## src/rtl/abuf_drain.sv

```systemverilog
// abuf_drain: walks the accum-buffer read port over a finished tile and streams the
// words out on valid/ready with credit flow control. Optional `DRAIN_RELU_EN adds output ReLU.

package global_param;
  localparam int BATCH = 1;
  localparam int RES_W = 32;
endpackage

module abuf_drain
  import global_param::*;
#(
  parameter  int PE_NUM     = 32,
  parameter  int BUF_DEPTH  = 256,
  parameter  int RD_LAT     = 2,
  parameter  int FIFO_DEPTH = 4,
  localparam int GRP_NUM    = PE_NUM / 4,
  localparam int GSEL_W     = $clog2(GRP_NUM),
  localparam int GCNT_W     = GSEL_W + 1,
  localparam int ADDR_W     = $clog2(BUF_DEPTH),
  localparam int WORD_W     = 4 * BATCH * RES_W
) (
  input  logic              clk,
  input  logic              rst,
  input  logic              start,
  input  logic [GCNT_W-1:0] grp_cnt,
  input  logic [ADDR_W-1:0] addr_cnt,
  output logic              busy,
  output logic              done,
  output logic [GSEL_W-1:0] rd_sel,
  output logic [ADDR_W-1:0] abuf_rd_addr,
  input  logic [WORD_W-1:0] abuf_rd_data,
  output logic [WORD_W-1:0] out_data,
  output logic              out_valid,
  input  logic              out_ready,
  output logic              out_last
);

  localparam int PTR_W = (FIFO_DEPTH > 1) ? $clog2(FIFO_DEPTH) : 1;
  localparam int CNT_W = $clog2(FIFO_DEPTH + 1);
  localparam int CRD_W = $clog2(FIFO_DEPTH + RD_LAT + 2) + 1;

  typedef enum logic [1:0] {
    ST_IDLE  = 2'd0,
    ST_ISSUE = 2'd1,
    ST_FLUSH = 2'd2,
    ST_FIN   = 2'd3
  } state_t;

  state_t              state_r;
  logic [GSEL_W-1:0]   rd_sel_r;
  logic [ADDR_W-1:0]   addr_r;
  logic [GSEL_W-1:0]   grp_last_r;
  logic [ADDR_W-1:0]   addr_last_r;
  logic                busy_r;
  logic                done_r;
  logic [RD_LAT:0]     tag_vld_r;
  logic [RD_LAT:0]     tag_last_r;

  logic [WORD_W-1:0]   fifo_data_r [FIFO_DEPTH];
  logic [FIFO_DEPTH-1:0] fifo_last_r;
  logic [PTR_W-1:0]    wr_ptr_r;
  logic [PTR_W-1:0]    rd_ptr_r;
  logic [CNT_W-1:0]    fifo_cnt_r;
  logic                out_valid_r;

  logic                push_s;
  logic                pop_s;
  logic [CNT_W-1:0]    cnt_nxt_s;
  logic [CRD_W-1:0]    inflight_s;
  logic                credit_ok_s;
  logic [GSEL_W-1:0]   nxt_sel_s;
  logic [ADDR_W-1:0]   nxt_addr_s;
  logic                nxt_is_last_s;
  logic                issue_s;
  logic                issue_last_s;

  // Tag pipe: stage RD_LAT is the cycle in which abuf_rd_data matches the issued address.
  assign push_s    = tag_vld_r[RD_LAT];
  assign pop_s     = out_valid_r & out_ready;
  assign cnt_nxt_s = fifo_cnt_r + CNT_W'(push_s) - CNT_W'(pop_s);

  // Reads still in flight toward the FIFO.
  always_comb begin
    inflight_s = '0;
    for (int i = 0; i <= RD_LAT; i++) begin
      inflight_s = inflight_s + CRD_W'(tag_vld_r[i]);
    end
  end

  // A popping word frees its slot this cycle, which keeps 1 word/clk sustainable.
  assign credit_ok_s = (inflight_s + CRD_W'(fifo_cnt_r)) < (CRD_W'(FIFO_DEPTH) + CRD_W'(pop_s));

  // Next read index, group-major / address-minor.
  always_comb begin
    nxt_sel_s  = rd_sel_r;
    nxt_addr_s = addr_r + ADDR_W'(1);
    if (addr_r == addr_last_r) begin
      nxt_sel_s  = rd_sel_r + GSEL_W'(1);
      nxt_addr_s = '0;
    end else begin
      nxt_sel_s  = rd_sel_r;
    end
    nxt_is_last_s = (nxt_sel_s == grp_last_r) && (nxt_addr_s == addr_last_r);
  end

  // Issue decision: first read goes out on the accepted start edge.
  always_comb begin
    issue_s      = 1'b0;
    issue_last_s = 1'b0;
    case (state_r)
      ST_IDLE: begin
        if (start && (grp_cnt != '0)) begin
          issue_s      = 1'b1;
          issue_last_s = (grp_cnt == GCNT_W'(1)) && (addr_cnt == '0);
        end else begin
          issue_s      = 1'b0;
        end
      end
      ST_ISSUE: begin
        if (credit_ok_s) begin
          issue_s      = 1'b1;
          issue_last_s = nxt_is_last_s;
        end else begin
          issue_s      = 1'b0;
        end
      end
      default: begin
        issue_s      = 1'b0;
        issue_last_s = 1'b0;
      end
    endcase
  end

  // Control FSM with read-port and status registers.
  always_ff @(posedge clk or negedge rst) begin
    if (!rst) begin
      state_r     <= ST_IDLE;
      rd_sel_r    <= '0;
      addr_r      <= '0;
      grp_last_r  <= '0;
      addr_last_r <= '0;
      busy_r      <= 1'b0;
      done_r      <= 1'b0;
    end else begin
      case (state_r)
        ST_IDLE: begin
          done_r <= 1'b0;
          if (start) begin
            busy_r <= 1'b1;
            if (grp_cnt != '0) begin
              rd_sel_r    <= '0;
              addr_r      <= '0;
              grp_last_r  <= GSEL_W'(grp_cnt - GCNT_W'(1));
              addr_last_r <= addr_cnt;
              state_r     <= issue_last_s ? ST_FLUSH : ST_ISSUE;
            end else begin
              done_r  <= 1'b1;
              state_r <= ST_FIN;
            end
          end
        end
        ST_ISSUE: begin
          if (issue_s) begin
            rd_sel_r <= nxt_sel_s;
            addr_r   <= nxt_addr_s;
            if (issue_last_s) begin
              state_r <= ST_FLUSH;
            end
          end
        end
        ST_FLUSH: begin
          if ((cnt_nxt_s == CNT_W'(0)) && (tag_vld_r[RD_LAT-1:0] == '0)) begin
            done_r  <= 1'b1;
            state_r <= ST_FIN;
          end
        end
        ST_FIN: begin
          done_r  <= 1'b0;
          busy_r  <= 1'b0;
          state_r <= ST_IDLE;
        end
        default: begin
          done_r  <= 1'b0;
          busy_r  <= 1'b0;
          state_r <= ST_IDLE;
        end
      endcase
    end
  end

  // Latency-matching tag pipe carrying the valid and last markers.
  always_ff @(posedge clk or negedge rst) begin
    if (!rst) begin
      tag_vld_r  <= '0;
      tag_last_r <= '0;
    end else begin
      tag_vld_r  <= {tag_vld_r[RD_LAT-1:0], issue_s};
      tag_last_r <= {tag_last_r[RD_LAT-1:0], issue_s & issue_last_s};
    end
  end

  // Return skid FIFO; storage is cleared so outputs read zero out of reset.
  always_ff @(posedge clk or negedge rst) begin
    if (!rst) begin
      for (int i = 0; i < FIFO_DEPTH; i++) begin
        fifo_data_r[i] <= '0;
      end
      fifo_last_r <= '0;
      wr_ptr_r    <= '0;
      rd_ptr_r    <= '0;
      fifo_cnt_r  <= '0;
      out_valid_r <= 1'b0;
    end else begin
      if (push_s) begin
        fifo_data_r[wr_ptr_r] <= abuf_rd_data;
        fifo_last_r[wr_ptr_r] <= tag_last_r[RD_LAT];
        wr_ptr_r <= (wr_ptr_r == PTR_W'(FIFO_DEPTH - 1)) ? '0 : wr_ptr_r + PTR_W'(1);
      end
      if (pop_s) begin
        rd_ptr_r <= (rd_ptr_r == PTR_W'(FIFO_DEPTH - 1)) ? '0 : rd_ptr_r + PTR_W'(1);
      end
      fifo_cnt_r  <= cnt_nxt_s;
      out_valid_r <= (cnt_nxt_s != CNT_W'(0));
    end
  end

`ifdef DRAIN_RELU_EN
  function automatic logic [WORD_W-1:0] relu_word(input logic [WORD_W-1:0] w);
    logic [WORD_W-1:0] r;
    r = w;
    for (int i = 0; i < WORD_W / RES_W; i++) begin
      if (w[i*RES_W + RES_W - 1]) begin
        r[i*RES_W +: RES_W] = '0;
      end else begin
        r[i*RES_W +: RES_W] = w[i*RES_W +: RES_W];
      end
    end
    return r;
  endfunction

  assign out_data = relu_word(fifo_data_r[rd_ptr_r]);
`else
  assign out_data = fifo_data_r[rd_ptr_r];
`endif

  assign out_last     = out_valid_r & fifo_last_r[rd_ptr_r];
  assign out_valid    = out_valid_r;
  assign busy         = busy_r;
  assign done         = done_r;
  assign rd_sel       = rd_sel_r;
  assign abuf_rd_addr = addr_r;

endmodule

```

## config.mk

```make
export PLATFORM = sky130hd
export DESIGN_NAME = abuf_drain
export DESIGN_NICKNAME = d
export VERILOG_FILES = /design/src/rtl/abuf_drain.sv
export SDC_FILE = /design/constraint.sdc
export NUM_CORES = 1
export LEC_CHECK = 0
export CAP_MARGIN = 5
export CORE_ASPECT_RATIO = 1.2
export CORE_MARGIN = 3
export CORE_UTILIZATION = 40
export CTS_CLUSTER_SIZE = 16
export DETAILED_ROUTE_END_ITERATION = 16
export PLACE_DENSITY = 0.68
export SKIP_CTS_REPAIR_TIMING = 1
export SLEW_MARGIN = 20
export SYNTH_ARGS = -nofsm -noshare
export SYNTH_HDL_FRONTEND = slang
export SYNTH_SLANG_ARGS = --single-unit
export TNS_END_PERCENT = 5
```

## constraint.sdc

```tcl
create_clock -name clk -period 4.3 [get_ports clk]
set_input_delay 0.645 -clock clk [delete_from_list [all_inputs] [get_ports clk]]
set_output_delay 0.645 -clock clk [all_outputs]
set_load 0.01 [all_outputs]
```

==> metrics <==
Fmax=0.286 GHz; RSZ-0062 raised after global routing=false; I/O Pins=287; Setup TNS=0 ns; Fillers=5,036; sequential power share=36.4%; Worst-Skew Late Latency=0.60 ns; Lkg Pwr=12.5 nW; area growth from synthesis to layout=23.6%; CTS tree=built; final hold viol count=0; DRT Pass-1 Iters=6; drc violations=0; GRT Overall Usage=17.8%; Final Worst Setup Slack=0.806 ns; Hold Crit Class=input port to async pin; Power, Total=0.0256 W; most common flop cell mapped by yosys=dfrtp_1; Row Count=98; Die Span X=232 microns; CP arrival=2.85 ns; Max VDD drop=0.521 mV; P_sw=0.00791 W; core box area=60,200 sq um; Avg WL per Cell=21.4 microns; clock power share=19.3%; Yosys top cell area share=56.6%; Post-Syn Area=24,600 sq um; via count=14,018; crit end category=primary output; P_int=0.0177 W; period utilization=81.3%; Detail Route Antenna Nets=0; via/cell ratio=5.30; Post-Syn Area per Cell=16.2 sq um; Worst R2R Setup Slack=0.86 ns; clock buffer depth=3; DRT iter0 DRCs=514; Starting Density=40.8%; minimum clock period=3.49 ns; Synth Instances=1,515; Post-Syn Nets=1,680; number of enable flip-flop cells after synthesis=0; Rel. slew slack=44.3%; PortBufs=286; root buf cell=clkbuf_16; maxcap violations=0; CTS H-tree lvls=2; dpl ws=0.298 ns; final layout net count=1,961; GRT overflow=0; placed wire-length estimate=36,100 microns; routability cong.=0.771; async set or reset register ratio after synthesis=100%; Pins Over Slew Limit=0; CP Launch Type=register; Num CTS Buffers=57; commonest cells after routing, fill and taps aside=dfrtp_1 (554), mux2_2 (527), clkdlybuf4s50_1 (285); Combinational Power Share=44.3%; register area share after synthesis=56.6%; dominant cell type by area after synthesis=dfrtp_1; critical path class=register to primary output; initial antenna violation count=5; Worst-Margin Slew=0.835 ns; clock skew=0.0152 ns; Clock Sinks=556; run status=finished clean; die height=278 microns; commonest non-fill, non-tap cell in the layout=dfrtp_1; Cell Pwr Density=844 nW/um^2; YS warnings=0; global-route wire length before repair=91,000 microns; Clk pin slew, worst setup/hold paths=0.06 ns; Synth Register Bits=556; synth unique cells=54; number of global-route vias before repair=15,874; share of layout cells above drive strength 1=43.1%; largest fanout on the critical path=37; WL final=56,600 microns; Sw Share=30.8%; DIE AREA=64,500 sq um; CP Data Required Time=3.65 ns; Setup Viol. Count Final=0; largest net degree at the start of global routing=93; Area contributors post-synth=dfrtp_1 (57%), mux2_2 (24%), mux4_2 (12%)
==> cell type report <==
type / instances / area [sq um] / share of cell area [%]
inverters: 24 / 90.1 / 0.297
clock buffers: 84 / 1660 / 5.46
well taps: 800 / 1000 / 3.30
clock inverters: 20 / 225 / 0.741
flip-flops and latches: 556 / 13900 / 45.8
diodes: 4 / 10.0 / 0.0330
repair buffers: 318 / 3250 / 10.7
multi-input cells: 839 / 10200 / 33.7
==> cells by family after synthesis <==
| family | count (synthesis) | synth area share [%] |
|---|---|---|
| AOI/OAI and AO/OA | 55 | 1.56 |
| DFF | 556 | 56.6 |
| muxes | 658 | 36.0 |
| xor gates and xnor gates | 21 | 0.840 |
| and+or+nand+nor | 84 | 1.86 |
| adders and majority gates | 21 | 1.16 |
| buffers and inverters | 120 | 1.92 |
==> worst max-delay path: stages, from the launching register on <==
cell and delay (ns):
dfrtp_4 0.83, buf_4 0.44, mux4_2 0.36, clkdlybuf4s50_1 0.57
==> power groups by stage <==
| stage | registers, W | logic, W | clock network, W |
|---|---|---|---|
| after floorplan | 0.00881 | 0.00727 | 0 |
| after global placement | 0.00924 | 0.0113 | 0 |
| after detailed placement | 0.00946 | 0.0115 | 0 |
| after CTS | 0.00937 | 0.0116 | 0.00510 |
| after global routing | 0.00968 | 0.0122 | 0.00531 |
| final | 0.00935 | 0.0114 | 0.00494 |
==> metrics by stage <==
stage	util (%)	cells	area, sq um	hold WS, ns
floorplan	-	1515	24600	0.331
global placement	47.3	2537	28500	0.341
detailed placement	47.3	2537	28500	0.336
CTS	50.4	2641	30400	0.0734
global route	50.4	2643	30400	0.0999
finish	50.5	2645	30400	0.0757
==> cells in the mapped netlist (2+ instances only) <==
| master | n |
|---|---|
| mux2_2 | 527 |
| buf_6 | 2 |
| inv_1 | 24 |
| buf_1 | 14 |
| xnor2_1 | 8 |
| nand4b_1 | 2 |
| a21oi_1 | 8 |
| nor3_1 | 5 |
| clkbuf_1 | 75 |
| nor2_1 | 16 |
| a21o_1 | 4 |
| mux4_2 | 129 |
| o31a_1 | 2 |
| o31ai_1 | 5 |
| nor3b_1 | 3 |
| a31oi_1 | 2 |
| fa_1 | 3 |
| mux2i_1 | 2 |
| and2_2 | 2 |
| buf_2 | 5 |
| nand3_1 | 6 |
| and2_1 | 3 |
| and3_1 | 2 |
| o221ai_1 | 2 |
| or3_1 | 6 |
| o21ai_0 | 20 |
| nand2_1 | 25 |
| nor4_4 | 2 |
| dfrtp_1 | 556 |
| nor4_1 | 2 |
| ha_1 | 18 |
| xor2_1 | 11 |
| nand2b_1 | 3 |
==> final timing paths <==
kind,start,endpoint,cells past startpoint
max,rd_ptr_r[1]$_DFFE_PN0P_,out_data[3],3
min,rst,fifo_data_r[317]$_DFFE_PN0P_,1
max reg2reg,tag_vld_r[0]$_DFF_PN0_,abuf_rd_addr[7]$_DFFE_PN0P_,9
min reg2reg,tag_last_r[1]$_DFF_PN0_,tag_last_r[2]$_DFF_PN0_,0
max in group asynchronous,rst,fifo_data_r[271]$_DFFE_PN0P_,3
min in group clk,tag_last_r[1]$_DFF_PN0_,tag_last_r[2]$_DFF_PN0_,0
==> routing by layer <==
layer	track usage, %	routed length, microns	vias up
li1	-	-	6198
met1	22.5	23500	7476
met2	31.1	28800	258
met3	4.02	3080	82
met4	4.47	1150	4
met5	0	26	-
==> sequential cells by signal, summed over array words and instances, names as in the netlist <==
signal,flops
grp_last_r,3
tag_vld_r,3
out_valid,1
addr_last_r,8
wr_ptr_r,2
tag_last_r,3
state_r,2
fifo_data_r,512
fifo_last_r,4
busy,1
rd_ptr_r,2
fifo_cnt_r,3
done,1
abuf_rd_addr,8
rd_sel,3
Note: power is estimated with default switching activity, not from simulation.
